<file path="src/rtl/float_stream_sorter.sv">
// Streaming insertion sorter for sign/exponent/mantissa words.
// Loads up to K words, keeps them ordered on arrival, then drains in order.
module float_stream_sorter #(
  parameter int NK = 23,
  parameter int M  = 8,
  parameter int L  = NK + M + 1,
  parameter int K  = 10,
  parameter int CW = $clog2(K + 1)
) (
  input  logic          clk,
  input  logic          reset,
  input  logic          start,
  input  logic          descending,
  input  logic [L-1:0]  in_data,
  input  logic          in_valid,
  input  logic          in_last,
  output logic          in_ready,
  output logic [L-1:0]  out_data,
  output logic          out_valid,
  input  logic          out_ready,
  output logic          out_last,
  output logic [CW-1:0] count,
  output logic          busy,
  output logic          done
);

  typedef enum logic [1:0] {
    IDLE,
    LOAD,
    DRAIN
  } state_t;

  localparam logic [CW-1:0] KMAX = CW'(K);

  state_t        state_q, state_d;
  logic          mode_q, mode_d;
  logic [CW-1:0] cnt_q, cnt_d;
  logic [CW-1:0] rd_q, rd_d;
  logic          done_q, done_d;
  logic [L-1:0]  slot_q [K];
  logic [L-1:0]  slot_d [K];
  logic [K-1:0]  ahead;
  logic [L-1:0]  key_in;
  logic          accept;

  // Monotonic unsigned key: flip sign for positives, flip all for negatives.
  function automatic logic [L-1:0] key_f(input logic [L-1:0] w);
    return w[L-1] ? ~w : {1'b1, w[L-2:0]};
  endfunction

  assign key_in = key_f(in_data);

  // ahead[i]: held slot i stays in front of the new word (ties stay ahead).
  always_comb begin
    for (int i = 0; i < K; i++) begin
      if (mode_q) ahead[i] = key_f(slot_q[i]) >= key_in;
      else        ahead[i] = key_f(slot_q[i]) <= key_in;
      ahead[i] = ahead[i] && (CW'(i) < cnt_q);
    end
  end

  always_comb begin
    state_d   = state_q;
    mode_d    = mode_q;
    cnt_d     = cnt_q;
    rd_d      = rd_q;
    done_d    = 1'b0;
    slot_d    = slot_q;
    in_ready  = 1'b0;
    out_valid = 1'b0;
    out_data  = '0;
    out_last  = 1'b0;
    accept    = 1'b0;
    unique case (state_q)
      IDLE: begin
        if (start) begin
          mode_d  = descending;
          cnt_d   = '0;
          rd_d    = '0;
          state_d = LOAD;
        end
      end
      LOAD: begin
        in_ready = cnt_q < KMAX;
        accept   = in_valid && in_ready;
        if (accept) begin
          slot_d[0] = ahead[0] ? slot_q[0] : in_data;
          for (int i = 1; i < K; i++) begin
            if (!ahead[i])
              slot_d[i] = ahead[i-1] ? in_data : slot_q[i-1];
          end
          cnt_d = cnt_q + 1'b1;
          if (in_last || cnt_d == KMAX) state_d = DRAIN;
        end
      end
      DRAIN: begin
        out_valid = 1'b1;
        out_data  = slot_q[rd_q];
        out_last  = rd_q == cnt_q - 1'b1;
        if (out_ready) begin
          rd_d = rd_q + 1'b1;
          if (out_last) begin
            state_d = IDLE;
            done_d  = 1'b1;
          end
        end
      end
      default: state_d = IDLE;
    endcase
  end

  always_ff @(posedge clk or negedge reset) begin
    if (!reset) begin
      state_q <= IDLE;
      mode_q  <= 1'b0;
      cnt_q   <= '0;
      rd_q    <= '0;
      done_q  <= 1'b0;
      for (int i = 0; i < K; i++) slot_q[i] <= '0;
    end else begin
      state_q <= state_d;
      mode_q  <= mode_d;
      cnt_q   <= cnt_d;
      rd_q    <= rd_d;
      done_q  <= done_d;
      slot_q  <= slot_d;
    end
  end

  assign count = cnt_q;
  assign busy  = state_q != IDLE;
  assign done  = done_q;

endmodule
</file>
<file path="config.mk">
export PLATFORM = sky130hd
export DESIGN_NAME = float_stream_sorter
export DESIGN_NICKNAME = d
export VERILOG_FILES = /design/src/rtl/float_stream_sorter.sv
export SDC_FILE = /design/constraint.sdc
export NUM_CORES = 1
export LEC_CHECK = 0
export ABC_CLOCK_PERIOD_IN_PS = 12000
export CAP_MARGIN = 20
export CORE_ASPECT_RATIO = 0.6
export CORE_MARGIN = 1.5
export CORE_UTILIZATION = 45
export DETAILED_ROUTE_END_ITERATION = 8
export SYNTH_ARGS = -nofsm -noshare
export SYNTH_HDL_FRONTEND = slang
export SYNTH_SLANG_ARGS = --single-unit
</file>
<file path="constraint.sdc">
create_clock -name clk -period 12 [get_ports clk]
set_input_delay 1.8 -clock clk [delete_from_list [all_inputs] [get_ports clk]]
set_output_delay 1.8 -clock clk [all_outputs]
set_load 0.02 [all_outputs]
</file>
-- Word level (Yosys, flattened, before mapping)
Cells that the tools add are included.
- word-level logic and storage cells: 162
- register bits: 332
- output and inout bits: 41
- bitwise logic cells: 22
- add/subtract/negate cells: 3
- $lt $le $gt $ge: 32
- reduce and logical (&&, ||, !) cells: 30
- equality and inequality tests: 9
- mux-type cells: 51
- operators by type and width (kind ; number):
    32-bit 2-to-1 mux ; 23
    32-bit inverter ; 11
    32-bit greater-or-equal comparator ; 10
    32-bit less-or-equal comparator ; 10
    32-bit binary-select mux with 4-bit select ; 1
    3-bit AND reduction ; 12
    3-bit by 4-bit less-than comparator with 1-bit output (first input constant) ; 4
    1-bit 2-to-1 mux ; 16
    4-bit one-hot mux with 2 select lines ; 2
    4-bit 2-to-1 mux ; 3
    1-bit logical AND ; 11
    2-bit 2-to-1 mux ; 5
    2-bit != test (second input constant) ; 5
    1-bit inverter ; 10
    4-bit by 1-bit adder with 4-bit output (second input constant) ; 2
    1-bit by 4-bit less-than comparator with 1-bit output (first input constant) ; 2
    2-bit by 4-bit less-than comparator with 1-bit output (first input constant) ; 2
    4-bit less-than comparator (first input constant) ; 2
    2-bit one-hot mux with 3 select lines ; 1
    2-bit nonzero test ; 3
    5-bit greater-or-equal comparator (second input constant) ; 1
    4-bit inverter with 5-bit output ; 1
    5-bit AND reduction ; 1
    4-bit equality test ; 1
    other kinds (8) ; 8

-- Depth between registers and ports, before layout
Gate-level depths: netlist of run 1.
- depth in word-level cells: 7
- gate-level depth with buffers: 14

-- Least setup slack after synthesis of run 1
OpenSTA, ideal clock, no wires.
- path type: input -> register
- from: input port in_data[31]
- to: register slot_q[34] (netlist bit)
- setup time: 0.125 ns
- data required time: 11.875 ns
- stages: 13
- arrival: 5.803 ns
- slack: 6.072 ns
- cells stage by stage: buf_2 -> buf_1 -> xnor2_1 -> ha_1 -> nand4_1 -> or4_4 -> or4_4 -> a41oi_2 -> nor2b_1 -> a2111oi_4 -> nor2_4 -> buf_6 -> mux2_4
- longest elaborated chain between the ends: 7
- elaborated cells on any way between the ends: 13
- ends and longest elaborated chain (what ; line ; RTL):
    start, declared ; 14 ; input logic [L-1:0] in_data,
    32-bit inverter ; 48 ; return w[L-1] ? ~w : {1'b1, w[L-2:0]};
    32-bit 2-to-1 mux * ; 48 ;
    32-bit less-or-equal comparator or 32-bit greater-or-equal comparator (tied branches) ; 57, 56 ;
    1-bit 2-to-1 mux ; 56 ; if (mode_q) ahead[i] = key_f(slot_q[i]) >= key_in;
    1-bit logical AND ; 58 ; ahead[i] = ahead[i] && (CW'(i) < cnt_q);
    1-bit inverter (no source line) ; - ;
    3-bit AND reduction (no source line) ; - ;
    end signal, assigned ; 126 ; slot_q <= slot_d;
    end, declared ; 40 ; logic [L-1:0] slot_q [K];
Mark *: on every way between the ends. The rest lies on a longest branch, timed or not.
A chain may end at the register's enable or synchronous reset.

-- Worst setup path after layout of run 1
- from: input port in_data[31]
- to: register slot_q[250] (netlist bit)
The elaborated chain is that of the path after synthesis.

==> results of run 1 <==
-- logic make-up (layout without fill, tap and decap cells) --
group                      Yosys count  count (layout)  share of synthesized area
and+or+nand+nor                    572             572                     0.0992
muxes                              480             480                      0.215
DFF                                332             332                      0.294
adders and majority gates          283             283                      0.125
buffers and inverters              247             244                     0.0435
AOI/OAI and AO/OA                  573             573                      0.121
xor gates and xnor gates           331             331                      0.103
other                                0               2                          0
-- sequential cells by signal, indices dropped and copies added (netlist names) --
register,flops
done,1
mode_q,1
rd_q,4
state_q,2
count,4
slot_q,320
-- through the flow --
stage          setup slack (ns)  utilization  area, um^2  instances  hold WS (ns)
3_3_place_gp               4.26        0.482       29600       3568         0.450
3_5_place_dp               4.22        0.482       29600       3570         0.467
2_1_floorplan              6.07            -       28300       2818         0.425
6_report                   4.59        0.503       30900       3645         0.476
5_1_grt                    4.57        0.503       30900       3643         0.499
4_1_cts                    4.82        0.502       30900       3638         0.471
-- synth_stat cells, types with 22 or more instances --
cell type                  count  area (um^2)
sky130_fd_sc_hd__clkbuf_8     22          303
sky130_fd_sc_hd__clkbuf_1    133          499
sky130_fd_sc_hd__mux2_4       29          435
sky130_fd_sc_hd__nor2_1      130          488
sky130_fd_sc_hd__mux2_2       62          698
sky130_fd_sc_hd__mux4_2       64         1440
sky130_fd_sc_hd__mux2_1      189         2130
sky130_fd_sc_hd__o21ai_1      94          470
sky130_fd_sc_hd__a31oi_1     101          632
sky130_fd_sc_hd__xnor2_1      58          508
sky130_fd_sc_hd__o22ai_1      35          219
sky130_fd_sc_hd__nand2_1     170          638
sky130_fd_sc_hd__ha_1        282         3530
sky130_fd_sc_hd__nand4_1      57          357
sky130_fd_sc_hd__nand3_1      93          465
sky130_fd_sc_hd__a21oi_1     176          881
sky130_fd_sc_hd__mux2i_1     136         1360
sky130_fd_sc_hd__xor2_1      273         2390
sky130_fd_sc_hd__and2_1       40          250
sky130_fd_sc_hd__inv_1        29          109
sky130_fd_sc_hd__dfrtp_1     332         8310
sky130_fd_sc_hd__buf_1        36          135
sky130_fd_sc_hd__o21ai_0      62          310
-- how the worst max path moves through the flow --
stage                              to  cells past startpoint
after floorplan            slot_q[34]                     13
after global placement    slot_q[235]                     12
after detailed placement  slot_q[246]                     12
after CTS                 slot_q[250]                     12
after global routing      slot_q[247]                     12
final                     slot_q[250]                     13
-- layout by cell type (no fill, tap or decap), drive strengths merged, types with 5 or more instances in the layout --
cell type and n:
a211oi 15, nor3 14, mux4 64, o21ai 156, dfrtp 332, o211ai 12, a221o 5, buf 69
and3 9, or4 5, a21o 15, xor2 273, nand2b 8, nand2 170, o221ai 6, nand4 59
a221oi 8, clkbuf 54, inv 32, and4 9, nor2 131, a31oi 102, mux2i 136, nand3 94
clkinv 8, a21oi 177, o21a 11, and2 41, ha 282, o22ai 35, xnor2 58, mux2 280
nor2b 5, nor4 13, clkdlybuf4s50 77
-- critical path, delay by kind of cell --
family	cells	cell delay [ns]
AND/OR/NAND/NOR	1	0.09
adder cells (fa/ha/maj)	1	0.40
AO/OA/AOI/OAI	7	3.13
buffers and inverters	3	1.40
XOR/XNOR	1	1.02
-- cell type report --
type | instances | area [um^2]
Tap cell | 828 | 1040
Sequential cell | 332 | 8330
Multi-Input combinational cell | 2239 | 18900
Fill cell | 5648 | 30600
Clock buffer | 54 | 1100
Clock inverter | 14 | 148
Antenna cell | 2 | 5.00
Inverter | 30 | 113
Timing Repair Buffer | 146 | 1310
-- per-layer routing --
metal | wire [um] | global-route usage
met1 | 57900 | 0.598
met2 | 44400 | 0.470
met3 | 19100 | 0.159
met4 | 2700 | 0.0859
met5 | 54 | 0
==> implementation parameters, run 1 <==
Parameter                              Value

Routing
  Via count    about 24000
  Routed length per instance    34.0 um
  Remaining DRCs    0
  WL final    roughly 120000 um
  Number of nets with antenna violations after routing    0
  Detailed-router iteration count before antenna repair    8
  Vias/cell    ~6.7
  Iteration-0 DRC count of the detailed router    ~3300

Final layout
  Layout cells sized above 1    0.118
  NumNets Final    3109
  Synthesis-to-finish area growth    9.46%

Synth
  Number of distinct library cells after synthesis    a little over 80
  Most used DFF post-synth    sky130_fd_sc_hd__dfrtp_1
  Number of synthesized register bits    332
  Instance count of the mapped netlist    2818
  Post-synth EDFFs    0
  Avg Cell Area, Syn    10.0 um^2
  Total standard cell area after synthesis    28300 um^2
  Fraction of registers with async set or reset after synthesis    1.00
  Synth warnings    0
  Synth Net Count    roughly 3100
  Share of the yosys chip area belonging to registers    0.294

Setup path
  CP Cell Sequence    buf_2 > buf_4 > xnor2_1 > ha_1 > a21oi_1 > o21ai_0 > a221oi_1 > o211ai_1 > o221a_1 > a21oi_4 > buf_4 > nor2_1 > a31oi_1
  Arrival time at the worst endpoint    just under 8 ns
  Biggest fanout along the worst timing path    38
  Worst Reg2Reg Path Length in Cells    12
  Worst path required time    12.50 ns
  Critical path launch point    in_data[31]
  Critical path class    in2reg
  Worst reg-to-reg setup slack    6.05 ns
  Cell type of the slowest stage on the worst timing path    sky130_fd_sc_hd__xnor2_1
  Most numerous cell on the critical path    sky130_fd_sc_hd__buf_4
  Kind of end point of the critical path    flip-flop
  Worst r2r dst    slot_q[250]
  Startpoint class of the critical path    primary input
  Max incr delay on CP    just over 1 ns
  Worst reg2reg path startpoint    slot_q[255]

Floorplanning
  Initial standard-cell utilization of the core    0.460
  Total I/O pin count    80
  Die extent in x    327 um
  Core area    approximately 60000 um^2
  Area enclosed by the die boundary    between 60000 and 70000 um^2
  Vertical die dimension    197 um
  Placement Rows    70

Timing
  Maximum clock skew at final layout    0.0392 ns
  Relative max-transition margin    0.135
  Slew Limit Fails    0
  Final period util    0.617
  Number of endpoints with negative hold slack in the final report    0
  Accumulated negative setup slack    0 ns
  Unrepaired setup endpoints after global routing    false
  Slew at the pin closest to its max-slew limit    between 1 and 1.5 ns
  Time the worst path needs with I/O delays and setup    around 7.4 ns
  Achievable Freq    135 MHz
  Final number of setup-violating endpoints    0

Worst hold path
  Cells on Worst Hold Path    1
  Class of the tightest hold or removal check    reg2reg
  Launch point of the worst hold path    state_q[1]
  Worst Hold Endpoint    state_q[0]

Clock tree
  Clock slew seen by the registers of the worst setup and hold paths    0.06 ns
  Htree depth    2
  Clk_lat worst skew    0.61 ns
  Post-CTS Setup Inserts    0
  PostCTS Resize Cnt    0
  CTS root buf    sky130_fd_sc_hd__clkbuf_16
  CTS buffer count    39
  Hold bufs inserted after CTS    0
  Worst-case clock buffer depth    3
  CTS tree    built
  Total clock sinks    around 330

Global routing
  Overflow after GRT    0
  GR Util All Layers    0.383
  Largest net degree at the start of global routing    80
  Via count of the first global-routing pass    23100
  First-pass GRT wire length    ~180000 um
  Antenna violations before repair    11

Placed design
  IO Port Bufs    79
  Final Wtd Congestion    slightly above 1
  Post-DP HPWL    85600 um

Job
  Max-cap check violation count    0

Status
  Result of the run    complete, no violations
Power of run 1 is left out: the tool's default activity adds up to more than one toggle a clock period on the data nets, which glitch-free logic cannot reach.
==> run 2, diff against run 1 <==
--- a/config.mk
+++ b/config.mk
@@ -5,7 +5,7 @@
 export SDC_FILE = /design/constraint.sdc
 export NUM_CORES = 1
 export LEC_CHECK = 0
-export ABC_CLOCK_PERIOD_IN_PS = 12000
+export ABC_CLOCK_PERIOD_IN_PS = 6300
 export CAP_MARGIN = 20
 export CORE_ASPECT_RATIO = 0.6
 export CORE_MARGIN = 1.5
==> constraint.sdc (replaced) <==
create_clock -name clk -period 6.3 [get_ports clk]
set_input_delay 0.945 -clock clk [delete_from_list [all_inputs] [get_ports clk]]
set_output_delay 0.945 -clock clk [all_outputs]
set_load 0.02 [all_outputs]
==> run 2 against run 1 <==
  * Flip-flop and latch count is the same
  * Via count grew 1.3%
  * Count of clock-buffer cells in the layout shrank 2
  * Largest cell class unchanged
==> implementation parameters, run 2 (synthesized netlist as in run 1, its figures left out) <==
Parameter                              Value

Floorplanning
  Placement Rows    70
  Die extent in x    327 um
  Total I/O pin count    80
  Area enclosed by the die boundary    64400 um^2
  Core area    61500 um^2
  Vertical die dimension    197 um
  Initial standard-cell utilization of the core    0.460

Placed design
  Post-detailed-placement cell area    30400 um^2
  IO Port Bufs    ~80
  Post-DP HPWL    85000 um
  Final Wtd Congestion    1.03
  Worst slack after detailed placement    between 0.2 and 0.3 ns

Global routing
  Antenna violations before repair    7
  First-pass GRT wire length    about 170000 um
  Largest net degree at the start of global routing    around 130
  GR Util All Layers    0.366
  Via count of the first global-routing pass    between 20000 and 25000
  Overflow after GRT    0

Final layout
  Sequential cell area    around 8300 um^2
  Layout cells sized above 1    0.143
  NumNets Final    3187
  Filler Cell Count    5478
  Max FFs per register    320
  Design Area, Final    about 32000 um^2
  Synthesis-to-finish area growth    12.4%
  Utilization after layout    0.517
  Most common cell after layout, fill and taps aside    sky130_fd_sc_hd__dfrtp_1
  Area used by multi-input combinational logic    18900 um^2
  Commonest cells after routing, fill and taps aside    320 x sky130_fd_sc_hd__dfrtp_1, 282 x sky130_fd_sc_hd__ha_1, 273 x sky130_fd_sc_hd__xor2_1, 189 x sky130_fd_sc_hd__mux2_1, 173 x sky130_fd_sc_hd__a21oi_1
  Reg with most FFs    slot_q

Pwr
  Leakage component of the power    13.1 nW
  Worst-case vdd ir drop    between 0.5 and 0.6 mV
  Power density relative to cell area    just under 700 nW/um^2

Routing
  Remaining DRCs    0
  Iteration-0 DRC count of the detailed router    about 3400
  Routed length per instance    roughly 32 um
  Via count    24800
  Number of nets with antenna violations after routing    0
  WL final    119000 um
  Vias/cell    around 6.7
  Detailed-router iteration count before antenna repair    8

Setup path
  Critical path class    in2reg
  Arrival time at the worst endpoint    6.18 ns
  Worst r2r dst    slot_q[218]
  Worst reg2reg path startpoint    slot_q[255]
  Biggest fanout along the worst timing path    17
  Worst reg-to-reg setup slack    1.15 ns
  Worst setup path endpoint    slot_q[218]
  Kind of end point of the critical path    flip-flop
  Worst path required time    approximately 6.7 ns
  Startpoint class of the critical path    primary input
  Worst Reg2Reg Path Length in Cells    12
  Critical path launch point    in_data[31]

Timing
  Relative max-transition margin    0.108
  Slew at the pin closest to its max-slew limit    1.32 ns
  Unrepaired setup endpoints after global routing    false
  WHS    approximately 0.4 ns
  Time the worst path needs with I/O delays and setup    between 5 and 6 ns
  Number of endpoints with negative hold slack in the final report    0
  Slew Limit Fails    0
  Worst setup slack after layout    0.562 ns
  Maximum clock skew at final layout    0.0317 ns
  Accumulated negative setup slack    0 ns
  Final period util    0.911
  Achievable Freq    between 150 and 200 MHz
  Final number of setup-violating endpoints    0

Clock tree
  CTS buffer count    38
  Htree depth    2
  Clk_lat worst skew    0.60 ns
  Post-CTS Setup Inserts    0
  Worst-case clock buffer depth    3
  Total clock sinks    332
  Hold bufs inserted after CTS    0
  Clock slew seen by the registers of the worst setup and hold paths    0.06 ns
  PostCTS Resize Cnt    0
  CTS tree    built
  CTS root buf    sky130_fd_sc_hd__clkbuf_16

Job
  Max-cap check violation count    0

Worst hold path
  Class of the tightest hold or removal check    in2async

Status
  Result of the run    complete, no violations
## run 2: cell count changes in the layout (fill, tap and decap cells not counted), moves of 2 or more
cell,before,now
sky130_fd_sc_hd__clkinv_2,6,8
sky130_fd_sc_hd__buf_12,0,15
sky130_fd_sc_hd__inv_6,3,1
sky130_fd_sc_hd__buf_4,65,131
sky130_fd_sc_hd__bufinv_16,2,6
sky130_fd_sc_hd__clkbuf_1,9,6
sky130_fd_sc_hd__clkinvlp_4,2,0
sky130_fd_sc_hd__clkbuf_8,5,7
## run 2: metal layers
metal	vias to the layer above	track usage	wire length (um)
li1	10500	-	-
met2	1634	0.459	43200
met5	-	0	41
met4	6	0.0722	2330
met3	180	0.159	18900
met1	12500	0.562	54300
## run 2: worst min path at each step
stage / cells past startpoint / startpoint / to
floorplan: 1 / state_q[1] / state_q[0]
global placement: 1 / state_q[1] / state_q[0]
detailed placement: 1 / state_q[1] / state_q[0]
CTS: 1 / reset / done
global route: 1 / reset / slot_q[156]
finish: 1 / reset / slot_q[62]
## run 2: metrics by stage
stage	power (mW)	cells
2_1_floorplan	13.2	2818
3_3_place_gp	17.8	3648
3_5_place_dp	18.3	3651
4_1_cts	20.9	3719
5_1_grt	22.6	3722
6_report	21.5	3724
## run 2: critical path, stage by stage
cell and delay [ns]:
sky130_fd_sc_hd__buf_2 0.35, sky130_fd_sc_hd__buf_4 0.33, sky130_fd_sc_hd__xnor2_1 0.76, sky130_fd_sc_hd__buf_4 0.30
sky130_fd_sc_hd__ha_1 0.15, sky130_fd_sc_hd__nand4_1 0.32, sky130_fd_sc_hd__nor4_1 0.91, sky130_fd_sc_hd__buf_4 0.26
sky130_fd_sc_hd__nand4_1 0.17, sky130_fd_sc_hd__a41oi_1 0.44, sky130_fd_sc_hd__and2_2 0.65, sky130_fd_sc_hd__buf_12 0.27
sky130_fd_sc_hd__mux2i_1 0.23, sky130_fd_sc_hd__o21ai_1 0.07
## run 2: final cells by class
type	instances	share of cell area
clock inverter	16	0.00748
inverter	30	0.00354
tap	828	0.0326
antenna	2	0.000158
timing repair buffer	225	0.0653
multi-input combinational	2239	0.594
clock buffer	52	0.0345
sequential	332	0.262
## run 2: power by group
part           internal (mW)  leakage [nW]  switching, mW
sequential              3.21          3.82           2.04
clock                   1.46         0.663           1.04
combinational           5.56          8.60           8.21
total                   10.2          13.1           11.3
Note: power is estimated with default switching activity, not from simulation.
